<file path="src/rtl/instr_decode_stage.sv">
// instr_decode_stage: decodes format A/B instruction words into operand fields,
// flags read-after-write hazards against the previous accepted instruction, and buffers results in a 2-entry skid FIFO.
`default_nettype none

module instr_decode_stage #(
    parameter int OP_WIDTH       = 5,
    parameter int REG_ADDR_WIDTH = 4,
    parameter int PMS_WIDTH      = 5,
    parameter int SHIFT_WIDTH    = 5,
    parameter int RES_ADDR_WIDTH = 8,
    parameter int INSTR_WIDTH    = 32,
    parameter logic [2**OP_WIDTH-1:0] FMT_B_OPS   = '0,
    parameter logic [2**OP_WIDTH-1:0] ILLEGAL_OPS = '0
) (
    input  logic                      clk,
    input  logic                      reset_n,
    input  logic                      flush,
    input  logic                      in_valid,
    output logic                      in_ready,
    input  logic [INSTR_WIDTH-1:0]    instr,
    output logic                      out_valid,
    input  logic                      out_ready,
    output logic [OP_WIDTH-1:0]       operation,
    output logic [REG_ADDR_WIDTH-1:0] src_a,
    output logic [REG_ADDR_WIDTH-1:0] src_b,
    output logic [REG_ADDR_WIDTH-1:0] src_c,
    output logic [REG_ADDR_WIDTH-1:0] dest,
    output logic                      src_a_reg,
    output logic                      src_b_reg,
    output logic                      src_c_reg,
    output logic                      dest_reg,
    output logic                      saturate,
    output logic [SHIFT_WIDTH-1:0]    instr_shift,
    output logic [RES_ADDR_WIDTH-1:0] res_addr,
    output logic                      fmt_b,
    output logic                      illegal,
    output logic                      raw_hazard
);

    localparam int O  = OP_WIDTH;
    localparam int R  = REG_ADDR_WIDTH;
    localparam int TA = O + 4 * R;
    localparam int TB = O + 3 * R;

    typedef struct packed {
        logic [OP_WIDTH-1:0]       operation;
        logic [REG_ADDR_WIDTH-1:0] src_a;
        logic [REG_ADDR_WIDTH-1:0] src_b;
        logic [REG_ADDR_WIDTH-1:0] src_c;
        logic [REG_ADDR_WIDTH-1:0] dest;
        logic                      src_a_reg;
        logic                      src_b_reg;
        logic                      src_c_reg;
        logic                      dest_reg;
        logic                      saturate;
        logic [SHIFT_WIDTH-1:0]    instr_shift;
        logic [RES_ADDR_WIDTH-1:0] res_addr;
        logic                      fmt_b;
        logic                      illegal;
        logic                      raw_hazard;
    } entry_t;

    entry_t                      dec;
    entry_t                      head;
    entry_t                      mem_q [2];
    logic [1:0]                  count_q, count_d;
    logic                        rd_ptr_q, rd_ptr_d;
    logic                        wr_ptr_q, wr_ptr_d;
    logic                        in_ready_q, in_ready_d;
    logic                        last_valid_q, last_valid_d;
    logic                        last_dest_reg_q, last_dest_reg_d;
    logic [REG_ADDR_WIDTH-1:0]   last_dest_q, last_dest_d;
    logic                        push;
    logic                        pop;

    always_comb begin
        dec           = '0;
        dec.operation = instr[O-1:0];
        if (ILLEGAL_OPS[instr[O-1:0]]) begin
            dec.illegal = 1'b1;
        end else if (FMT_B_OPS[instr[O-1:0]]) begin
            dec.src_a     = instr[O +: R];
            dec.src_b     = instr[O+R +: R];
            dec.dest      = instr[O+2*R +: R];
            dec.src_a_reg = instr[TB];
            dec.src_b_reg = instr[TB+1];
            dec.dest_reg  = instr[TB+2];
            dec.res_addr  = instr[INSTR_WIDTH-1 -: RES_ADDR_WIDTH];
            dec.fmt_b     = 1'b1;
        end else begin
            dec.src_a       = instr[O +: R];
            dec.src_b       = instr[O+R +: R];
            dec.src_c       = instr[O+2*R +: R];
            dec.dest        = instr[O+3*R +: R];
            dec.src_a_reg   = instr[TA];
            dec.src_b_reg   = instr[TA+1];
            dec.src_c_reg   = instr[TA+2];
            dec.dest_reg    = instr[TA+3];
            dec.saturate    = ~instr[TA+4];
            dec.instr_shift = SHIFT_WIDTH'(instr[TA+5 +: PMS_WIDTH]);
        end
        // Operand flags are already zero for illegal entries, so no hazard can be raised for them.
        dec.raw_hazard = last_valid_q & last_dest_reg_q &
                         ((dec.src_a_reg & (dec.src_a == last_dest_q)) |
                          (dec.src_b_reg & (dec.src_b == last_dest_q)) |
                          (dec.src_c_reg & (dec.src_c == last_dest_q)));
    end

    assign out_valid = (count_q != 2'd0);
    assign in_ready  = in_ready_q;
    assign push      = in_valid & in_ready_q & ~flush;
    assign pop       = out_valid & out_ready & ~flush;

    always_comb begin
        count_d         = count_q + {1'b0, push} - {1'b0, pop};
        rd_ptr_d        = rd_ptr_q ^ pop;
        wr_ptr_d        = wr_ptr_q ^ push;
        last_valid_d    = last_valid_q;
        last_dest_d     = last_dest_q;
        last_dest_reg_d = last_dest_reg_q;
        if (flush) begin
            count_d      = 2'd0;
            rd_ptr_d     = 1'b0;
            wr_ptr_d     = 1'b0;
            last_valid_d = 1'b0;
        end else if (push) begin
            last_valid_d    = ~dec.illegal;
            last_dest_d     = dec.dest;
            last_dest_reg_d = dec.dest_reg;
        end
        in_ready_d = (count_d != 2'd2);
    end

    always_ff @(posedge clk) begin
        if (!reset_n) begin
            count_q         <= 2'd0;
            rd_ptr_q        <= 1'b0;
            wr_ptr_q        <= 1'b0;
            in_ready_q      <= 1'b1;
            last_valid_q    <= 1'b0;
            last_dest_q     <= '0;
            last_dest_reg_q <= 1'b0;
            mem_q[0]        <= '0;
            mem_q[1]        <= '0;
        end else begin
            count_q         <= count_d;
            rd_ptr_q        <= rd_ptr_d;
            wr_ptr_q        <= wr_ptr_d;
            in_ready_q      <= in_ready_d;
            last_valid_q    <= last_valid_d;
            last_dest_q     <= last_dest_d;
            last_dest_reg_q <= last_dest_reg_d;
            if (push) begin
                mem_q[wr_ptr_q] <= dec;
            end
        end
    end

    // Fields read as zero whenever nothing is buffered.
    assign head = out_valid ? mem_q[rd_ptr_q] : '0;

    assign operation   = head.operation;
    assign src_a       = head.src_a;
    assign src_b       = head.src_b;
    assign src_c       = head.src_c;
    assign dest        = head.dest;
    assign src_a_reg   = head.src_a_reg;
    assign src_b_reg   = head.src_b_reg;
    assign src_c_reg   = head.src_c_reg;
    assign dest_reg    = head.dest_reg;
    assign saturate    = head.saturate;
    assign instr_shift = head.instr_shift;
    assign res_addr    = head.res_addr;
    assign fmt_b       = head.fmt_b;
    assign illegal     = head.illegal;
    assign raw_hazard  = head.raw_hazard;

endmodule

`default_nettype wire

</file>
<file path="config.mk">
export PLATFORM = sky130hd
export DESIGN_NAME = instr_decode_stage
export DESIGN_NICKNAME = d
export VERILOG_FILES = /design/src/rtl/instr_decode_stage.sv
export SDC_FILE = /design/constraint.sdc
export NUM_CORES = 1
export LEC_CHECK = 0
export CORE_MARGIN = 2
export CORE_UTILIZATION = 45
export DETAILED_ROUTE_END_ITERATION = 10
export GPL_TIMING_DRIVEN = 0
export PLACE_DENSITY_LB_ADDON = 0.1
export SLEW_MARGIN = 20
export SYNTH_ARGS = -nofsm -noshare
export SYNTH_HDL_FRONTEND = slang
export SYNTH_SLANG_ARGS = --single-unit
</file>
<file path="constraint.sdc">
create_clock -name clk -period 3.7 [get_ports clk]
set_input_delay 0.37 -clock clk [delete_from_list [all_inputs] [get_ports clk]]
set_output_delay 0.37 -clock clk [all_outputs]
set_load 0.01 [all_outputs]
</file>
**After elaboration in Yosys (flattened, before gate mapping)**

Memories as Yosys holds them, arrays and structs flattened. A register that Yosys moved wholly into a read port is not among the register bits.
Index checks and enable logic that the tools add are counted.

- RAM bits: 84
- Output and inout bits: 44
- Bits of input ports: 37
- Bits in registers: 11
- Logic and storage cells: 50
- Bits in read-only memories: 32
- Memories kept: 2

Memories:

| name | words | width | read ports | clocked after memory_dff | wr ports | line | RTL |
|---|---|---|---|---|---|---|---|
| mem_q | 2 | 42 | 1 | 1 | 2 | 65 | `entry_t mem_q [2];` |
| (no name shown) | 32 | 1 | 1 | 0 | 0 | 81 | `end else if (FMT_B_OPS[instr[O-1:0]]) begin` |

- Equality and inequality tests: 4
- Order comparisons: 1
- Reductions and logical operators: 4
- Add/sub/neg operators: 2
- Multiplexer cells: 13
- Bitwise gates (word level): 17

Operators with widths:

| operator | count |
|---|---|
| 42-bit 2-to-1 mux | 2 |
| 42-bit OR reduction | 1 |
| 35-bit 2-to-1 mux | 1 |
| 4-bit == test | 3 |
| 1-bit bitwise AND | 9 |
| 1-bit 2-to-1 mux | 9 |
| 5-bit by 6-bit < comparator with 1-bit output, second input constant | 1 |
| 1-bit inverter | 4 |
| 2-bit by 1-bit adder with 2-bit output | 1 |
| 2-bit 2-to-1 mux | 1 |
| 2-bit != test, second input constant | 1 |
| 1-bit bitwise OR | 2 |
| 2-bit AND reduction | 1 |
| 2-bit nonzero test | 1 |
| 2-bit OR reduction | 1 |
| 2-bit by 1-bit subtractor with 2-bit output | 1 |
| 1-bit bitwise XOR | 2 |

**Logic depth before layout (Yosys ltp)**

- Depth in word-level cells: 9
- Depth in mapped cells: 11

**Worst setup path after synthesis**

Ideal clock, no wire load.

- Kind: register to register
- Start: register in_ready_q (netlist: in_ready)
- End: memory mem_q[0][0] (netlist bit), enable pin
- Stages on the path, launching flop included: 5
- Required time: 3.234 ns
- Arrival: 3.049 ns
- Path slack: 0.185 ns
- Path through: dfxtp_1 nand2_2 nor2_4 inv_4 o21ai_0

RTL lines:

| what | line | RTL |
|---|---|---|
| start: declaration | 69 | `logic in_ready_q, in_ready_d;` |
| start signal: assignment | 149 | `in_ready_q <= in_ready_d;` |
| end: declaration | 65 |  |

**Final worst setup path**

- Start: register count_q[0]
- End: output dest_reg

- Longest elaborated chain between the ends: 2

RTL lines:

| what | line | RTL |
|---|---|---|
| start: declaration | 66 | `logic [1:0] count_q, count_d;` |
| start signal: assignment | 146 | `count_q <= count_d;` |
| 2-bit nonzero test | 109 | `assign out_valid = (count_q != 2'd0);` |
| 42-bit 2-to-1 mux | 160 | `assign head = out_valid ? mem_q[rd_ptr_q] : '0;` |
| end: declaration | 31 | `output logic dest_reg,` |

Every way passes these cells.

==> impl_metrics.py <==
metrics = {
    "run_status": {
        "outcome": "complete, no violations",
    },
    "timing": {
        "rsz0062_at_grt": "false",
        "maxSlewViolCount": 0,
        "holdWs_ps": 463,
        "fin_crit_ps": 2570,
        "max-slew-margin-rel_pct": 61.6,
        "worst_slew_pin_slew_ps": 574,
        "fin_setup_tns_ps": 0,
        "fin_worst_skew_ps": 6.85,
        "timing.final.crit_share_pct": 69.5,
        "finalSetupViolCount": 0,
        "clock.fmax_ghz": 0.389,
        "hold_violations": 0,
    },
    "pwr": {
        "leakagePower_nw": 1.75,
        "power.density_mw_per_mm2": 391,
        "irDropWorstVdd_mv": 0.236,
    },
    "synth": {
        "ys_seq_area_share_pct": 60.3,
        "yosys.area.top_type": "edfxtp_1",
        "synth_top_flop_cell": "edfxtp_1",
        "yosys-top-cells-count": "edfxtp_1, and2_1, nor2_1",
        "syn_avg_cell_area_um2": 12.2,
        "synth_cells": 292,
        "synth-seq-cells": 75,
        "synth_warnings": 0,
        "yosys.area.top_type_share_pct": 54.1,
        "synthDistinctLibCells": 29,
        "synthArstFlopShare_pct": 0,
        "synth_most_common_cell": "edfxtp_1",
        "synth.area.top_cells": "edfxtp_1, and2_1, mux2i_1, dfxtp_1, nor2_1",
        "synth_edf_count": 64,
        "synth_area_mm2": 0.00355,
    },
    "floorplanning": {
        "dieArea_mm2": 0.00861,
        "chipHeight_um": 92.8,
        "rows": 32,
        "io_pins": 81,
        "initial_utilization_pct": 46.2,
        "design.core.area_mm2": 0.00769,
        "die_w_um": 92.8,
    },
    "finish": {
        "regArea_mm2": 0.00214,
        "multi_input_area_mm2": 0.00128,
        "final_nets": 422,
        "diodes": 0,
        "stdcell_area_mm2": 0.00468,
        "synthToLayoutAreaGrowth_pct": 31.8,
        "fillers": 657,
        "postLayoutCoreUtil_pct": 60.9,
        "drive_gt1_share_pct": 10.6,
    },
    "worst_setup_path": {
        "startpoint_type": "register",
        "endpoint_kind": "output port",
        "path_max_fanout": 10,
        "cp.required_ps": 3330,
        "critPathKind": "reg2out",
        "cp_data_arrival_time_ps": 2200,
    },
    "global_route": {
        "antenna_found_initial": 0,
        "grt_max_degree": 20,
        "globalRoute.totalOverflow": 0,
        "grt_first_pass_wirelength_mm": 11.6,
        "grt_pass1_vias": 2353,
        "track_usage_pct": 17.8,
    },
    "routing": {
        "drc": 0,
        "drt-pass1-iter-count": 4,
        "post_drt_wl_per_cell_um": 14.5,
        "wl_mm": 7.09,
        "detail-route-antenna-nets": 0,
        "dr.first_iter.drc_count": 112,
        "viasPerCell": 4.75,
        "via_count": 2328,
    },
    "run": {
        "max_cap_violations": 0,
    },
    "worst_hold_path": {
        "min_path_type": "reg2reg",
    },
    "place": {
        "place_congestion": 0.783,
        "dpl-instance-area_mm2": 0.00447,
        "dp_hpwl_mm": 4.93,
        "io_buffers": 69,
    },
    "clock_tree": {
        "hold_buffers": 0,
        "htree_levels": 3,
        "cts_buffer_depth": 2,
        "cts_tree": "yes",
        "cts_buffers": 9,
        "cts_repair_resize_count": 0,
        "clk_pin_slew_ps": 70,
        "cts_root_buffer": "clkbuf_8",
        "cts_setup_buffers": 0,
        "cts.sinks": 75,
        "worstSkewPairLatency_ps": 350,
    },
}
-- kinds of logic (layout without fill, tap and decap cells) --
logic type | count (synthesis) | in the layout | synth area share [%]
buffers and inverters | 28 | 115 | 4.97
and+or+nand+nor | 130 | 130 | 19.5
DFF | 75 | 75 | 60.3
xor gates and xnor gates | 15 | 15 | 3.70
other | 1 | 10 | 0.106
AOI/OAI and AO/OA | 9 | 9 | 1.69
muxes | 32 | 32 | 9.02
adders and majority gates | 2 | 2 | 0.705
-- state kept, by name, indices dropped and copies added (netlist names) --
signal	flops
mem_q	64
last_dest_q	4
count_q	2
in_ready	1
last_dest_reg_q	1
last_valid_q	1
rd_ptr_q	1
wr_ptr_q	1
-- final cells by class --
class,instances,area share [%]
clock inverter,6,1.71
multi-input combinational,198,27.3
sequential,75,45.8
tap,102,2.73
clock buffer,10,2.73
timing repair buffer,71,15.9
inverter,4,0.374
buffer,24,3.40
-- layer usage --
layer	up-vias	share of wire, %	GRT usage (%)
met5	-	0	0
met4	0	1.3	7.35
met3	7	5.4	3.50
met2	71	48	29.6
met1	1090	45	22.9
li1	1160	-	-
-- worst max-delay path: stages, from the launching register on --
cell and delay, ps:
dfxtp_1 320, nor2_1 460, clkbuf_1 450, nor2_1 130, clkdlybuf4s50_1 500
-- power by group --
group	leakage, nW	internal, mW	total, mW	switching, mW
logic	0.882	0.0971	0.187	0.0903
clock network	0.101	0.374	0.669	0.294
registers	0.763	0.959	0.974	0.0154
-- metrics by stage --
| stage | cells | total power [mW] | setup WS, ps |
|---|---|---|---|
| final | 490 | 1.83 | 1130 |
| after global routing | 490 | 1.90 | 894 |
| after CTS | 490 | 1.84 | 1070 |
| after detailed placement | 474 | 1.18 | 1210 |
| after global placement | 472 | 1.17 | -1760 |
| after floorplan | 301 | 1.08 | 185 |
-- worst paths after layout --
path,start,slack (ps),end,cells after the start
worst min register to register,last_dest_reg_q$_SDFFE_PN0P_,460,last_dest_reg_q$_SDFFE_PN0P_,2
worst min-delay path,last_dest_reg_q$_SDFFE_PN0P_,460,last_dest_reg_q$_SDFFE_PN0P_,2
worst max-delay path,count_q[0]$_SDFF_PN0_,1130,dest_reg,4
worst max register to register,count_q[0]$_SDFF_PN0_,1460,in_ready$_SDFF_PN1_,11
-- layout by cell type (no fill, tap or decap), types with 3 or more instances in the layout --
master / count
a21boi_0: 5
and2_1: 62
buf_2: 7
buf_4: 10
buf_6: 3
clkbuf_1: 5
clkbuf_8: 9
clkdlybuf4s50_1: 69
conb_1: 10
dfxtp_1: 11
edfxtp_1: 64
inv_1: 3
mux2i_1: 32
nand2_1: 12
nand4_1: 3
nor2_1: 41
nor3_1: 4
xnor2_1: 3
xor2_1: 12
No activity file was read; power rests on OpenSTA's default activity.
